$ cat src/rtl/alu_pkg.sv
// Package for the ALU result stage.
// Holds the flag bit positions, default datapath sizes and the width of the
// per-entry flag storage.
// Optional feature macro: PARITY_FLAG_EN. When it is defined, the parity (P) flag
// is stored with each entry. When it is not defined, only {C,N,Z} are stored.
package alu_pkg;

    localparam int FLAG_Z = 0;
    localparam int FLAG_N = 1;
    localparam int FLAG_C = 2;
    localparam int FLAG_P = 3;
    localparam int FLAG_W = 4;

    localparam int DATA_W_DEF = 8;
    localparam int DEST_W_DEF = 3;
    localparam int DEPTH_DEF  = 2;

`ifdef PARITY_FLAG_EN
    localparam int STORE_W = 4;
`else
    localparam int STORE_W = 3;
`endif

endpackage

$ cat src/rtl/alu_result_stage_if.sv
// Handshake bundle between the ALU function units, the result stage and the
// writeback side.
//   in_*  : producer -> stage (valid/ready), with result, carry, destination and
//           the update-flags request
//   out_* : stage -> writeback (valid/ready), with head result and destination
// Modports:
//   slave  : the result stage itself
//   master : the environment that drives ALU results and consumes writebacks
interface alu_result_stage_if
    import alu_pkg::*;
#(
    parameter int DATA_W = DATA_W_DEF,
    parameter int DEST_W = DEST_W_DEF
);
    logic              in_valid;
    logic              in_ready;
    logic [DATA_W-1:0] in_result;
    logic              in_carry;
    logic [DEST_W-1:0] in_dest;
    logic              in_upd_flags;
    logic              out_valid;
    logic              out_ready;
    logic [DATA_W-1:0] out_result;
    logic [DEST_W-1:0] out_dest;

    modport slave (
        input  in_valid, in_result, in_carry, in_dest, in_upd_flags, out_ready,
        output in_ready, out_valid, out_result, out_dest
    );

    modport master (
        output in_valid, in_result, in_carry, in_dest, in_upd_flags, out_ready,
        input  in_ready, out_valid, out_result, out_dest
    );
endinterface

$ cat src/rtl/alu_flag_gen.sv
// Combinational flag generator, shared by the ALU stages.
// Ports:
//   result_i : ALU result
//   carry_i  : carry-out from the function unit
//   flags_o  : {P,C,N,Z} when PARITY_FLAG_EN is defined, otherwise {C,N,Z}
// Optional feature macro: PARITY_FLAG_EN. It adds the even-parity flag.
module alu_flag_gen
    import alu_pkg::*;
#(
    parameter int DATA_W = DATA_W_DEF
)
(
    input  logic [DATA_W-1:0]  result_i,
    input  logic               carry_i,
    output logic [STORE_W-1:0] flags_o
);

`ifdef PARITY_FLAG_EN
    // Returns 1 when the word has an even number of set bits.
    function automatic logic even_parity(input logic [DATA_W-1:0] word);
        return ~^word;
    endfunction
`endif

    // Derive the status flags from the result and the carry.
    always_comb begin
        flags_o         = '0;
        flags_o[FLAG_Z] = (result_i == '0);
        flags_o[FLAG_N] = result_i[DATA_W-1];
        flags_o[FLAG_C] = carry_i;
`ifdef PARITY_FLAG_EN
        flags_o[FLAG_P] = even_parity(result_i);
`endif
    end

endmodule

$ cat src/rtl/alu_result_stage.sv
// ALU result stage.
// Captures ALU results and computes their flags on enqueue. Buffers the results
// in a DEPTH-entry FIFO toward register-file writeback. Commits the stored flags
// to the architectural flag register when an entry retires.
// Ports:
//   clk     : rising-edge clock
//   rst     : synchronous, active-high reset
//   flush   : discard all buffered entries. flags_q holds.
//   bus     : alu_result_stage_if.slave (in_* enqueue, out_* writeback)
//   flags_q : architectural flags {P,C,N,Z}
// Optional feature macro: PARITY_FLAG_EN. Without it, flags_q[3] is tied to 0 and
// no parity logic or storage is built.
// Priority: rst > flush > push/pop.
module alu_result_stage
    import alu_pkg::*;
#(
    parameter int DATA_W = DATA_W_DEF,
    parameter int DEST_W = DEST_W_DEF,
    parameter int DEPTH  = DEPTH_DEF
)
(
    input  logic               clk,
    input  logic               rst,
    input  logic               flush,
    alu_result_stage_if.slave  bus,
    output logic [FLAG_W-1:0]  flags_q
);

    localparam int PTR_W = $clog2(DEPTH);
    localparam int CNT_W = $clog2(DEPTH + 1);

    logic [CNT_W-1:0]   count_q,   count_d;
    logic [PTR_W-1:0]   rd_ptr_q,  rd_ptr_d;
    logic [PTR_W-1:0]   wr_ptr_q,  wr_ptr_d;
    logic [STORE_W-1:0] flag_reg_q, flag_reg_d;

    logic [DATA_W-1:0]  mem_result_q [DEPTH];
    logic [DATA_W-1:0]  mem_result_d [DEPTH];
    logic [DEST_W-1:0]  mem_dest_q   [DEPTH];
    logic [DEST_W-1:0]  mem_dest_d   [DEPTH];
    logic [STORE_W-1:0] mem_flags_q  [DEPTH];
    logic [STORE_W-1:0] mem_flags_d  [DEPTH];
    logic               mem_upd_q    [DEPTH];
    logic               mem_upd_d    [DEPTH];

    logic               in_ready_s;
    logic               out_valid_s;
    logic               push_s;
    logic               pop_s;
    logic [STORE_W-1:0] new_flags_s;

    alu_flag_gen #(.DATA_W(DATA_W)) u_flag_gen (
        .result_i (bus.in_result),
        .carry_i  (bus.in_carry),
        .flags_o  (new_flags_s)
    );

    // Handshake status. It depends only on the registered count, so in_ready never
    // follows out_ready combinationally.
    always_comb begin
        in_ready_s  = (count_q != CNT_W'(DEPTH));
        out_valid_s = (count_q != '0);
        push_s      = bus.in_valid & in_ready_s;
        pop_s       = out_valid_s & bus.out_ready;
    end

    // Drive the head entry onto the writeback side. The head is forced to zero when the FIFO is empty.
    always_comb begin
        bus.in_ready  = in_ready_s;
        bus.out_valid = out_valid_s;
        if (out_valid_s) begin
            bus.out_result = mem_result_q[rd_ptr_q];
            bus.out_dest   = mem_dest_q[rd_ptr_q];
        end else begin
            bus.out_result = '0;
            bus.out_dest   = '0;
        end
    end

    // Next-state for the pointers, count, storage and flag register.
    // Flush discards the push and suppresses the flag commit of any concurrent pop.
    always_comb begin
        count_d      = count_q;
        rd_ptr_d     = rd_ptr_q;
        wr_ptr_d     = wr_ptr_q;
        flag_reg_d   = flag_reg_q;
        mem_result_d = mem_result_q;
        mem_dest_d   = mem_dest_q;
        mem_flags_d  = mem_flags_q;
        mem_upd_d    = mem_upd_q;
        if (flush) begin
            count_d  = '0;
            rd_ptr_d = '0;
            wr_ptr_d = '0;
        end else begin
            if (push_s) begin
                mem_result_d[wr_ptr_q] = bus.in_result;
                mem_dest_d[wr_ptr_q]   = bus.in_dest;
                mem_flags_d[wr_ptr_q]  = new_flags_s;
                mem_upd_d[wr_ptr_q]    = bus.in_upd_flags;
                wr_ptr_d               = wr_ptr_q + PTR_W'(1);
            end else begin
                wr_ptr_d = wr_ptr_q;
            end
            if (pop_s) begin
                rd_ptr_d = rd_ptr_q + PTR_W'(1);
                if (mem_upd_q[rd_ptr_q]) begin
                    flag_reg_d = mem_flags_q[rd_ptr_q];
                end else begin
                    flag_reg_d = flag_reg_q;
                end
            end else begin
                rd_ptr_d = rd_ptr_q;
            end
            case ({push_s, pop_s})
                2'b10:   count_d = count_q + CNT_W'(1);
                2'b01:   count_d = count_q - CNT_W'(1);
                default: count_d = count_q;
            endcase
        end
    end

    // Control state and the architectural flags. Synchronous reset clears them.
    always_ff @(posedge clk) begin
        if (rst) begin
            count_q    <= '0;
            rd_ptr_q   <= '0;
            wr_ptr_q   <= '0;
            flag_reg_q <= '0;
        end else begin
            count_q    <= count_d;
            rd_ptr_q   <= rd_ptr_d;
            wr_ptr_q   <= wr_ptr_d;
            flag_reg_q <= flag_reg_d;
        end
    end

    // Entry payload storage. It needs no reset because out_valid gates every read.
    always_ff @(posedge clk) begin
        mem_result_q <= mem_result_d;
        mem_dest_q   <= mem_dest_d;
        mem_flags_q  <= mem_flags_d;
        mem_upd_q    <= mem_upd_d;
    end

`ifdef PARITY_FLAG_EN
    assign flags_q = flag_reg_q;
`else
    assign flags_q = {1'b0, flag_reg_q};
`endif

endmodule
$ cat src/flat_wrapper.sv
// flat-port wrapper written by rule: the top's interface ports become plain ports
module alu_result_stage_flat import alu_pkg::*;
#(
    parameter int DATA_W = DATA_W_DEF,
    parameter int DEST_W = DEST_W_DEF,
    parameter int DEPTH  = DEPTH_DEF
)
  (clk, rst, flush, flags_q, bus_in_valid, bus_in_result, bus_in_carry, bus_in_dest, bus_in_upd_flags, bus_out_ready, bus_in_ready, bus_out_valid, bus_out_result, bus_out_dest);
  alu_result_stage_if #(.DATA_W(DATA_W), .DEST_W(DEST_W)) bus_i ();
  input  logic clk;
  input  logic rst;
  input  logic flush;
  output logic [FLAG_W-1:0] flags_q;
  input wire logic [$bits(bus_i.in_valid)-1:0] bus_in_valid;
  input wire logic [$bits(bus_i.in_result)-1:0] bus_in_result;
  input wire logic [$bits(bus_i.in_carry)-1:0] bus_in_carry;
  input wire logic [$bits(bus_i.in_dest)-1:0] bus_in_dest;
  input wire logic [$bits(bus_i.in_upd_flags)-1:0] bus_in_upd_flags;
  input wire logic [$bits(bus_i.out_ready)-1:0] bus_out_ready;
  output wire logic [$bits(bus_i.in_ready)-1:0] bus_in_ready;
  output wire logic [$bits(bus_i.out_valid)-1:0] bus_out_valid;
  output wire logic [$bits(bus_i.out_result)-1:0] bus_out_result;
  output wire logic [$bits(bus_i.out_dest)-1:0] bus_out_dest;
  assign bus_i.in_valid = bus_in_valid;
  assign bus_i.in_result = bus_in_result;
  assign bus_i.in_carry = bus_in_carry;
  assign bus_i.in_dest = bus_in_dest;
  assign bus_i.in_upd_flags = bus_in_upd_flags;
  assign bus_i.out_ready = bus_out_ready;
  assign bus_in_ready = bus_i.in_ready;
  assign bus_out_valid = bus_i.out_valid;
  assign bus_out_result = bus_i.out_result;
  assign bus_out_dest = bus_i.out_dest;
  alu_result_stage #(.DATA_W(DATA_W), .DEST_W(DEST_W), .DEPTH(DEPTH)) u_core (.clk(clk), .rst(rst), .flush(flush), .bus(bus_i), .flags_q(flags_q));
endmodule
$ cat config.mk
export PLATFORM = sky130hd
export DESIGN_NAME = alu_result_stage_flat
export DESIGN_NICKNAME = d
export VERILOG_FILES = /design/src/rtl/alu_pkg.sv /design/src/rtl/alu_result_stage_if.sv /design/src/rtl/alu_flag_gen.sv /design/src/rtl/alu_result_stage.sv /design/src/flat_wrapper.sv
export SDC_FILE = /design/constraint.sdc
export NUM_CORES = 1
export LEC_CHECK = 0
export CORE_MARGIN = 2
export CORE_UTILIZATION = 45
export CTS_BUF_LIST = sky130_fd_sc_hd__clkbuf_8
export DETAILED_ROUTE_END_ITERATION = 10
export GPL_ROUTABILITY_DRIVEN = 1
export GPL_TIMING_DRIVEN = 1
export PLACE_DENSITY = 0.81
export SLEW_MARGIN = 20
export SYNTH_ARGS = -nofsm -noshare
export SYNTH_HDL_FRONTEND = slang
export SYNTH_SLANG_ARGS = --single-unit
$ cat constraint.sdc
create_clock -name clk -period 2.3 [get_ports clk]
set_clock_uncertainty 0.2 [all_clocks]
set_input_delay 0.46 -clock clk [delete_from_list [all_inputs] [get_ports clk]]
set_output_delay 0.46 -clock clk [all_outputs]
set_load 0.02 [all_outputs]
==> key figures <==
Die
  – FP Rows: 20
  – Initial Utilization: 46.61%
  – Io pins: 35
  – Core footprint: 3028 um2
  – Die Wd: 60.01 um
  – Chip height: 60.01 um
  – Die footprint: 3601 um2

Critical path
  – Slowest-stage cell, CP: clkdlybuf4s50_1
  – Worst Setup End Kind: primary output
  – WS Path Type: flop to primary output
  – Req. time, crit path: 1.64 ns
  – Data arrival, critical path: 1.56 ns
  – Largest fanout on the critical path: 4
  – Largest stage delay, worst path: 0.54 ns
  – Crit start category: flop
  – Worst path cell trace: mux2i_1 > nor2_1 > clkdlybuf4s50_1

Routing
  – Initial DRC Count: 26
  – DR DRC count: 0
  – Vias per cell: 4.952
  – Drt first pass iters: 6
  – Final WL: 2.803 mm
  – WL/cell: 14.99 um
  – Final ANT Viol Nets: 0
  – DR vias: 926

Timing
  – Final Cycle Share: 96.49%
  – Final hold violations: 0
  – Max-slew violations: 0
  – Setup TNS: 0 ns
  – Fmax achieved: 450.6 MHz
  – Final worst path period need: 2.219 ns
  – RSZ-0062 raised after global routing: no
  – Setup-violating endpoint count in the final report: 0
  – Worst hold slack: 0.2954 ns

Synthesis
  – Top cell type by total area after synthesis: edfxtp_1
  – Ys Warns: 0
  – Net Count, Synth: 120
  – Post-synthesis cell count: 101
  – Top cells by area, synth: edfxtp_1, dfxtp_1, mux2i_1
  – Synth top area share: 59.57%
  – Post-Syn Area per Cell: 13.97 um2
  – Post-synthesis cell area: 1411 um2
  – Synth cell types: 24
  – Seq/Total Area, Yosys: 69.50%
  – Yosys reg bits: 35

Layout
  – Cell area after layout: 1931 um2
  – Fin nets: 161
  – Commonest non-fill, non-tap cell in the layout: edfxtp_1
  – Final Core Density: 63.76%
  – ANT cells: 0
  – Layout cells sized above 1: 13.29%
  – Layout Cells excl Fill: 187
  – Commonest cells after routing, fill and taps aside: edfxtp_1, clkdlybuf4s50_1, nor2_1, mux2i_1, dlygate4sd2_1
  – Layout area overhead: 36.79%
  – Fill cells: 252

Clocking
  – Hold buffer count at CTS: 0
  – CTS Buf Count: 5
  – CTS Buffer Depth: 2
  – CTS Sinks: 35
  – H-tree levels: 2
  – CTS tree: done
  – Clock Latency Late Sink: 0.28 ns
  – CTS Root Cell: clkbuf_8
  – Post-CTS setup buffers: 0
  – Reg clk slew, reported paths: 0.07 ns

Placed design
  – Gpl congestion: 0.6991
  – Cells after DPL: 179
  – Placed cell areas: 1821 um2
  – HPWL after detailed placement: 2.024 mm
  – Buffers added on ports: 33

GRT
  – Gr usage total: 17.65%
  – Initial antenna violation count: 0
  – Largest net degree at the start of global routing: 15
  – Total grt overflow: 0
  – Number of global-route vias before repair: 958
  – First-pass GRT wire length: 4.388 mm

Run status
  – Run status: complete, no violations

Run
  – Max-cap violations: 0

Pwr
  – Peak supply drop: 460.3 uV
  – LEAKAGE: 0.7102 nW
  – Pwr Density: 713.2 nW/um2

Min path
  – Worst min path class: flop to flop
-- state kept, by name, indices dropped and copies added (netlist names) --
name and flops:
u_core.flag_reg_q 3, u_core.rd_ptr_q 1, u_core.mem_dest_q 6, u_core.mem_result_q 14
u_core.count_q 2, u_core.mem_flags_q 6, u_core.wr_ptr_q 1, u_core.mem_upd_q 2
-- metrics by stage --
stage               setup slack (ns)  total power [mW]
floorplan                     0.2867            0.7908
global placement             0.05206            0.8621
detailed placement          -0.03365            0.8705
CTS                          0.03892             1.388
global route                0.006440             1.430
finish                       0.08071             1.377
-- critical path: cells and delay by family, from the launching register on --
kind	cells	cell delay [ns]
buffers and inverters	1	0.54
flip-flops	1	0.42
multiplexers	1	0.26
AND/OR/NAND/NOR	1	0.06
-- power by group --
part           internal (mW)  switching, mW
Clock                  0.317          0.208
Sequential             0.703        0.00778
Combinational         0.0667         0.0743
Total                   1.09          0.290
-- area by class of cell --
class | instances | area, um2 | area share (%)
flip-flops and latches | 35 | 982.2 | 50.87
multi-input cells | 58 | 411.6 | 21.32
repair buffers | 38 | 359.1 | 18.60
clock buffers | 5 | 68.82 | 3.564
well taps | 44 | 55.05 | 2.852
clock inverters | 3 | 38.79 | 2.009
inverters | 4 | 15.01 | 0.7777
-- synth_stat cells (all sizes together) --
cell type	instances
inv	4
or2	1
o21ai	3
buf	3
edfxtp	28
conb	1
nor2b	3
or4	3
xor2	2
nor2	17
mux2	2
a21oi	3
clkbuf	1
mux2i	14
dfxtp	7
nor3	2
nand2	1
o31ai	1
ha	1
nor3b	1
xnor2	1
or3	2
-- final timing paths --
check                        from              endpoint  slack [ns]  cells after the start
min reg2reg  u_core.flag_reg_q[1]  u_core.flag_reg_q[1]        0.30                      2
min          u_core.flag_reg_q[1]  u_core.flag_reg_q[1]        0.30                      2
max               u_core.rd_ptr_q     bus_out_result[7]        0.08                      3
max reg2reg     u_core.count_q[0]     u_core.count_q[1]        0.35                      6
-- cells by family (layout without fill, tap and decap cells) --
family / after synthesis / count (layout) / share of synthesized area (%)
AOI/OAI and AO/OA: 7 / 7 / 2.926
xor gates and xnor gates: 3 / 3 / 1.862
adders and majority gates: 1 / 1 / 0.8864
buffers and inverters: 8 / 50 / 2.747
DFF: 35 / 35 / 69.50
muxes: 16 / 16 / 11.52
other: 1 / 1 / 0.2657
and+or+nand+nor: 30 / 30 / 10.28
-- repair_timing --
item,CTS,global route
resized for setup,12,3
pin swaps,0,1
endpoints found under the setup margin,12,3
-- per-layer routing --
metal | vias to the layer above | part of all wire (%) | track usage, % | wire (um)
met2 | 22 | 58 | 32.45 | 1614
met4 | 0 | 1.6 | 9.524 | 44
met5 | - | 0 | 0 | 0
li1 | 446 | - | - | -
met1 | 454 | 38 | 18.35 | 1063
met3 | 4 | 2.9 | 3.896 | 81
No activity file was read; power rests on OpenSTA's default activity.
